[src/rtl/eth_tx_pkg.sv]
// Shared definitions for the Ethernet-style Manchester transmit/receive pair.
package eth_tx_pkg;

    localparam logic [7:0] PREAMBLE_BYTE = 8'hAA;
    localparam logic [7:0] SFD_BYTE      = 8'hAB;

    typedef enum logic [2:0] {
        StIdle,
        StPreamble,
        StSfd,
        StData,
        StIfg
    } tx_state_t;

    // Line level for one half of a Manchester bit: a 1 is low-then-high, a 0 is high-then-low.
    function automatic logic manchester_level(input logic bit_val, input logic second_half);
        return second_half ? bit_val : ~bit_val;
    endfunction

endpackage

[src/rtl/half_bit_timer.sv]
// Half-bit timer: counts clocks within a half-bit and tracks which half of the bit is active.
module half_bit_timer #(
    parameter int unsigned HALF_BIT_CLKS = 5
) (
    input  logic clk_i,
    input  logic n_rst_i,
    input  logic clear_i,
    input  logic en_i,
    output logic phase_o,
    output logic half_done_o,
    output logic bit_done_o
);

    localparam int unsigned CW = (HALF_BIT_CLKS > 1) ? $clog2(HALF_BIT_CLKS) : 1;
    localparam logic [CW-1:0] LAST = CW'(HALF_BIT_CLKS - 1);

    logic [CW-1:0] cnt_q, cnt_d;
    logic          phase_q, phase_d;

    assign half_done_o = en_i && (cnt_q == LAST);
    assign bit_done_o  = half_done_o && phase_q;
    assign phase_o     = phase_q;

    // Next count: clear wins, otherwise wrap at the half-bit length and flip the phase.
    always_comb begin
        cnt_d   = cnt_q;
        phase_d = phase_q;
        if (clear_i) begin
            cnt_d   = '0;
            phase_d = 1'b0;
        end else if (en_i) begin
            if (cnt_q == LAST) begin
                cnt_d   = '0;
                phase_d = ~phase_q;
            end else begin
                cnt_d = cnt_q + CW'(1);
            end
        end
    end

    // Counter and phase registers.
    always_ff @(posedge clk_i or negedge n_rst_i) begin
        if (!n_rst_i) begin
            cnt_q   <= '0;
            phase_q <= 1'b0;
        end else begin
            cnt_q   <= cnt_d;
            phase_q <= phase_d;
        end
    end

endmodule

[src/rtl/manchester_transmitter.sv]
// Manchester transmitter: preamble + SFD + payload drained from a packet store, then an idle gap.
module manchester_transmitter
    import eth_tx_pkg::*;
#(
    parameter int unsigned HALF_BIT_CLKS = 5,
    parameter int unsigned PRE_BYTES     = 7,
    parameter int unsigned IFG_CLKS      = 20
) (
    input  logic       clk,
    input  logic       n_rst,
    input  logic       ready,
    input  logic       empty,
    input  logic [7:0] r_data,
    output logic       r_en,
    output logic       Ethernet_Out,
    output logic       busy
);

    localparam int unsigned PW = (PRE_BYTES > 1) ? $clog2(PRE_BYTES) : 1;
    localparam int unsigned IW = (IFG_CLKS > 1) ? $clog2(IFG_CLKS) : 1;
    localparam logic [PW-1:0] PRE_LAST = PW'(PRE_BYTES - 1);
    localparam logic [IW-1:0] IFG_LAST = IW'(IFG_CLKS - 1);

    tx_state_t     state_q, state_d;
    logic [7:0]    shift_q, shift_d;
    logic [2:0]    bit_q, bit_d;
    logic [PW-1:0] pre_cnt_q, pre_cnt_d;
    logic [IW-1:0] ifg_cnt_q, ifg_cnt_d;
    logic [7:0]    next_byte_q, next_byte_d;
    logic          have_next_q, have_next_d;
    logic          r_en_q, r_en_d;
    logic          line_q, line_d;
    logic          busy_q, busy_d;

    logic tmr_clear, tmr_en, phase, half_done, bit_done, start;

    half_bit_timer #(
        .HALF_BIT_CLKS(HALF_BIT_CLKS)
    ) u_timer (
        .clk_i      (clk),
        .n_rst_i    (n_rst),
        .clear_i    (tmr_clear),
        .en_i       (tmr_en),
        .phase_o    (phase),
        .half_done_o(half_done),
        .bit_done_o (bit_done)
    );

    // Next-state, shifter, prefetch and registered-output logic.
    always_comb begin
        state_d     = state_q;
        shift_d     = shift_q;
        bit_d       = bit_q;
        pre_cnt_d   = pre_cnt_q;
        ifg_cnt_d   = ifg_cnt_q;
        next_byte_d = next_byte_q;
        have_next_d = have_next_q;
        r_en_d      = 1'b0;
        line_d      = line_q;
        busy_d      = busy_q;
        tmr_clear   = 1'b0;
        tmr_en      = 1'b0;
        start       = 1'b0;

        // The source presents the popped byte one clock after the strobe.
        if (r_en_q) begin
            next_byte_d = r_data;
        end

        unique case (state_q)
            StIdle: begin
                line_d    = 1'b1;
                busy_d    = 1'b0;
                tmr_clear = 1'b1;
                start     = ready;
            end
            StIfg: begin
                line_d    = 1'b1;
                tmr_clear = 1'b1;
                if (ifg_cnt_q == IFG_LAST) begin
                    state_d   = StIdle;
                    busy_d    = 1'b0;
                    ifg_cnt_d = '0;
                    // Passing through idle: a waiting packet starts on this very edge.
                    start     = ready;
                end else begin
                    ifg_cnt_d = ifg_cnt_q + IW'(1);
                end
            end
            StPreamble, StSfd, StData: begin
                tmr_en = 1'b1;
                if (half_done && !phase) begin
                    line_d = manchester_level(shift_q[7], 1'b1);
                    // Prefetch at the start of bit 0's second half, ahead of the byte boundary.
                    if (bit_q == 3'd0 && state_q != StPreamble) begin
                        r_en_d      = ~empty;
                        have_next_d = ~empty;
                    end
                end else if (bit_done) begin
                    if (bit_q != 3'd0) begin
                        shift_d = {shift_q[6:0], 1'b0};
                        bit_d   = bit_q - 3'd1;
                        line_d  = manchester_level(shift_q[6], 1'b0);
                    end else if (state_q == StPreamble) begin
                        bit_d = 3'd7;
                        if (pre_cnt_q == PRE_LAST) begin
                            state_d   = StSfd;
                            shift_d   = SFD_BYTE;
                            pre_cnt_d = '0;
                        end else begin
                            shift_d   = PREAMBLE_BYTE;
                            pre_cnt_d = pre_cnt_q + PW'(1);
                        end
                        line_d = manchester_level(shift_d[7], 1'b0);
                    end else if (have_next_q) begin
                        state_d     = StData;
                        shift_d     = next_byte_q;
                        bit_d       = 3'd7;
                        have_next_d = 1'b0;
                        line_d      = manchester_level(next_byte_q[7], 1'b0);
                    end else begin
                        state_d   = StIfg;
                        ifg_cnt_d = '0;
                        line_d    = 1'b1;
                    end
                end
            end
            default: begin
                state_d = StIdle;
                line_d  = 1'b1;
                busy_d  = 1'b0;
            end
        endcase

        if (start) begin
            state_d     = StPreamble;
            shift_d     = PREAMBLE_BYTE;
            bit_d       = 3'd7;
            pre_cnt_d   = '0;
            have_next_d = 1'b0;
            busy_d      = 1'b1;
            line_d      = manchester_level(PREAMBLE_BYTE[7], 1'b0);
        end
    end

    // State and output registers.
    always_ff @(posedge clk or negedge n_rst) begin
        if (!n_rst) begin
            state_q     <= StIdle;
            shift_q     <= '0;
            bit_q       <= '0;
            pre_cnt_q   <= '0;
            ifg_cnt_q   <= '0;
            next_byte_q <= '0;
            have_next_q <= 1'b0;
            r_en_q      <= 1'b0;
            line_q      <= 1'b1;
            busy_q      <= 1'b0;
        end else begin
            state_q     <= state_d;
            shift_q     <= shift_d;
            bit_q       <= bit_d;
            pre_cnt_q   <= pre_cnt_d;
            ifg_cnt_q   <= ifg_cnt_d;
            next_byte_q <= next_byte_d;
            have_next_q <= have_next_d;
            r_en_q      <= r_en_d;
            line_q      <= line_d;
            busy_q      <= busy_d;
        end
    end

    assign r_en         = r_en_q;
    assign Ethernet_Out = line_q;
    assign busy         = busy_q;

endmodule

[config.mk]
export PLATFORM = sky130hd
export DESIGN_NAME = manchester_transmitter
export DESIGN_NICKNAME = d
export VERILOG_FILES = /design/src/rtl/eth_tx_pkg.sv /design/src/rtl/half_bit_timer.sv /design/src/rtl/manchester_transmitter.sv
export SDC_FILE = /design/constraint.sdc
export NUM_CORES = 1
export LEC_CHECK = 0
export CAP_MARGIN = 20
export CORE_MARGIN = 8
export CORE_UTILIZATION = 40
export DETAILED_ROUTE_END_ITERATION = 10
export GPL_ROUTABILITY_DRIVEN = 0
export GPL_TIMING_DRIVEN = 1
export PLACE_DENSITY = 0.59
export SLEW_MARGIN = 10
export SYNTH_ARGS = -nofsm -noshare
export SYNTH_HDL_FRONTEND = slang
export SYNTH_SLANG_ARGS = --single-unit
export TNS_END_PERCENT = 20
[constraint.sdc]
create_clock -name clk -period 2.28 [get_ports clk]
set_input_delay 0.456 -clock clk [delete_from_list [all_inputs] [get_ports clk]]
set_output_delay 0.456 -clock clk [all_outputs]
set_load 0.01 [all_outputs]
==> flow_summary.toml <==
[synthesis]
yosysUniqueCellTypes = 60
yosysWarnings = 0
ys_ff_latch = 38
synth_area_leaders = "dfrtp_1, mux2_2, ha_1"
yosysTopAreaCellShare_pct = 44.34
synth_top_area_cell = "dfrtp_1"
syn_nets = 214
synthCells = 197
synth-seq-area-share_pct = 45.60
synth.top_cells.by_count = "dfrtp_1, nor2_1, a21oi_1, nand2_1, o21ai_0"
synth_flop_cell = "dfrtp_1"
postSynth.asyncResetShare_pct = 100.0
synth_most_common_cell = "dfrtp_1"
synth_area_mm2 = 0.002088
synth_edf_count = 0
postSynthAreaPerCell_um2 = 10.60

[timing]
post-route-min-period_ns = 1.836
setup_violations = 0
fmax_ghz = 0.5447
fin_crit_sh_pct = 80.51
clock_skew_ns = 0.005701
setup_tns_ns = 0
worst_pin_slew_ns = 0.6551
rsz0062_at_grt = "false"
relSlewSlack_pct = 56.22
slew_violations = 0
finalHoldViolCount = 0

[final_layout]
nNetsFinal = 232
fillers = 502
syn_to_final_growth_pct = 13.78
antenna_cells = 0
drive_gt1_share_pct = 18.14

[floorplanning]
die_width_um = 88.26
boundaryPins = 15
die_h_um = 88.26
start_util_pct = 41.15
core_area_mm2 = 0.005075
num_rows = 26
dieArea_mm2 = 0.007789

[drt]
vias_per_cell = 5.628
drt_iter0_markers = 52
drtAntennaViolNets = 0
wl_per_cell_um = 15.53
vias = 1604
drc = 0
wirelength_um = 4427
drtPass1Iterations = 4

[grt]
grt_max_degree = 23
antenna_found_initial = 0
grt_pass1_wl_um = 7479
first_global_vias = 1495
grtUsageTotal_pct = 12.40
grt_overflow = 0

[clocking]
numCtsBuffers = 5
root_buffer = "clkbuf_8"
postCtsSetupBuffers = 0
clockBufferDepth = 2
path_clk_slew_ns = 0.07
clock_sinks = 38
post_cts_resized = 0
ctsHtreeMaxLevel = 2
clk_latency_ns = 0.29
cts_tree = "yes"
ctsHoldBuffers = 0

[worst_setup_path]
reg2reg_depth = 5
crit_path_cell_trace = "o21ba_1 > buf_4 > o21ai_1 > nand2_1 > a221o_1"
arrival_ns = 2.01
cp_slowest_cell = "dfrtp_1"
path_class = "reg2reg"
critPathLaunchType = "flip-flop"
r2r_slack_ns = 0.44
path_buf_inv = 1
path_delay_family = "compound AO/OA/AOI/OAI gates"
timing.rr.end = "ifg_cnt_q[3]"
path_max_fanout = 9
crit_required_ns = 2.46
r2r-start = "state_q[1]"
cp-end-kind = "flip-flop"
max_stage_delay_ns = 0.51

[run_status]
status = "finished, final reports clean"

[min_path]
holdCritPathClass = "in2async"

[power]
finalPower_uw = 1175
peakVddDrop_mv = 0.3254
power.density_mw_per_mm2 = 494.6
power.leakage_uw = 0.001053

[flow_run]
drv_cap = 0

[placed_design]
hpwl_um = 3104
io_buffers = 14
state kept, by name, summed over array words and instances, names as in the netlist:
name / cells
next_byte_q: 8
shift_q: 8
ifg_cnt_q: 5
bit_q: 3
pre_cnt_q: 3
state_q: 3
u_timer.cnt_q: 3
Ethernet_Out: 1
busy: 1
have_next_q: 1
r_en: 1
u_timer.phase_o: 1
worst reg2reg max path, delay by kind of cell (launching register included):
| family | cells | cell delay [ns] |
|---|---|---|
| compound gates | 3 | 0.86 |
| buf+inv | 1 | 0.21 |
| flops | 1 | 0.51 |
| simple gates | 1 | 0.15 |
placed cells by master, fill, tap and decap left out, types with 6 or more instances in the layout:
cell type,n
dfrtp_1,37
mux2_2,9
clkdlybuf4s50_1,13
inv_1,6
buf_4,8
o21ai_0,11
o21ai_1,7
a21o_1,6
nor2_1,15
a21oi_1,12
nand2_1,12
routing by layer:
metal | global-route usage, % | routed length, um
met5 | 0 | 0
met3 | 2.971 | 154
met2 | 18.81 | 2066
met4 | 4.608 | 70
met1 | 16.61 | 2136
kinds of logic after synthesis:
family / count (synthesis) / share of synthesized area, %
flops: 38 / 45.60
fa+ha+maj: 5 / 2.996
simple gates: 59 / 18.10
xor+xnor: 1 / 0.4195
buf+inv: 17 / 4.613
mux: 11 / 5.812
compound gates: 66 / 22.47
where the power goes:
group / leakage (uW) / switching (uW) / internal [uW]
clock network: 0.0000438 / 237 / 205
registers: 0.000462 / 6.43 / 682
logic: 0.000547 / 20.0 / 24.6
final cells by class:
| type | count | area [um2] | share of cell area [%] |
|---|---|---|---|
| multi-input cells | 142 | 1040 | 43.76 |
| well taps | 70 | 87.58 | 3.686 |
| clock inverters | 2 | 10.01 | 0.4213 |
| repair buffers | 22 | 195.2 | 8.215 |
| inverters | 6 | 22.52 | 0.9479 |
| clock buffers | 5 | 68.82 | 2.896 |
| flip-flops and latches | 38 | 952.2 | 40.07 |
worst max path at each step:
stage / endpoint / from / depth (start not counted)
5_1_grt: shift_q[1] / bit_q[0] / 6
6_report: ifg_cnt_q[3] / state_q[1] / 5
3_3_place_gp: have_next_q / ready / 5
3_5_place_dp: have_next_q / ready / 5
4_1_cts: shift_q[1] / bit_q[0] / 6
2_1_floorplan: ifg_cnt_q[3] / bit_q[0] / 7
stage by stage:
step	instances	hold slack (ns)	setup WS [ns]	cell area [um2]	utilization (%)
floorplan	197	0.1604	0.6246	2088	-
global placement	278	0.4088	0.3293	2297	45.27
detailed placement	278	0.4058	0.3030	2297	45.27
CTS	285	0.09030	0.4392	2376	46.82
global route	285	0.1025	0.2618	2376	46.82
finish	285	0.07851	0.4443	2376	46.82
Note: power is estimated with default switching activity, not from simulation.
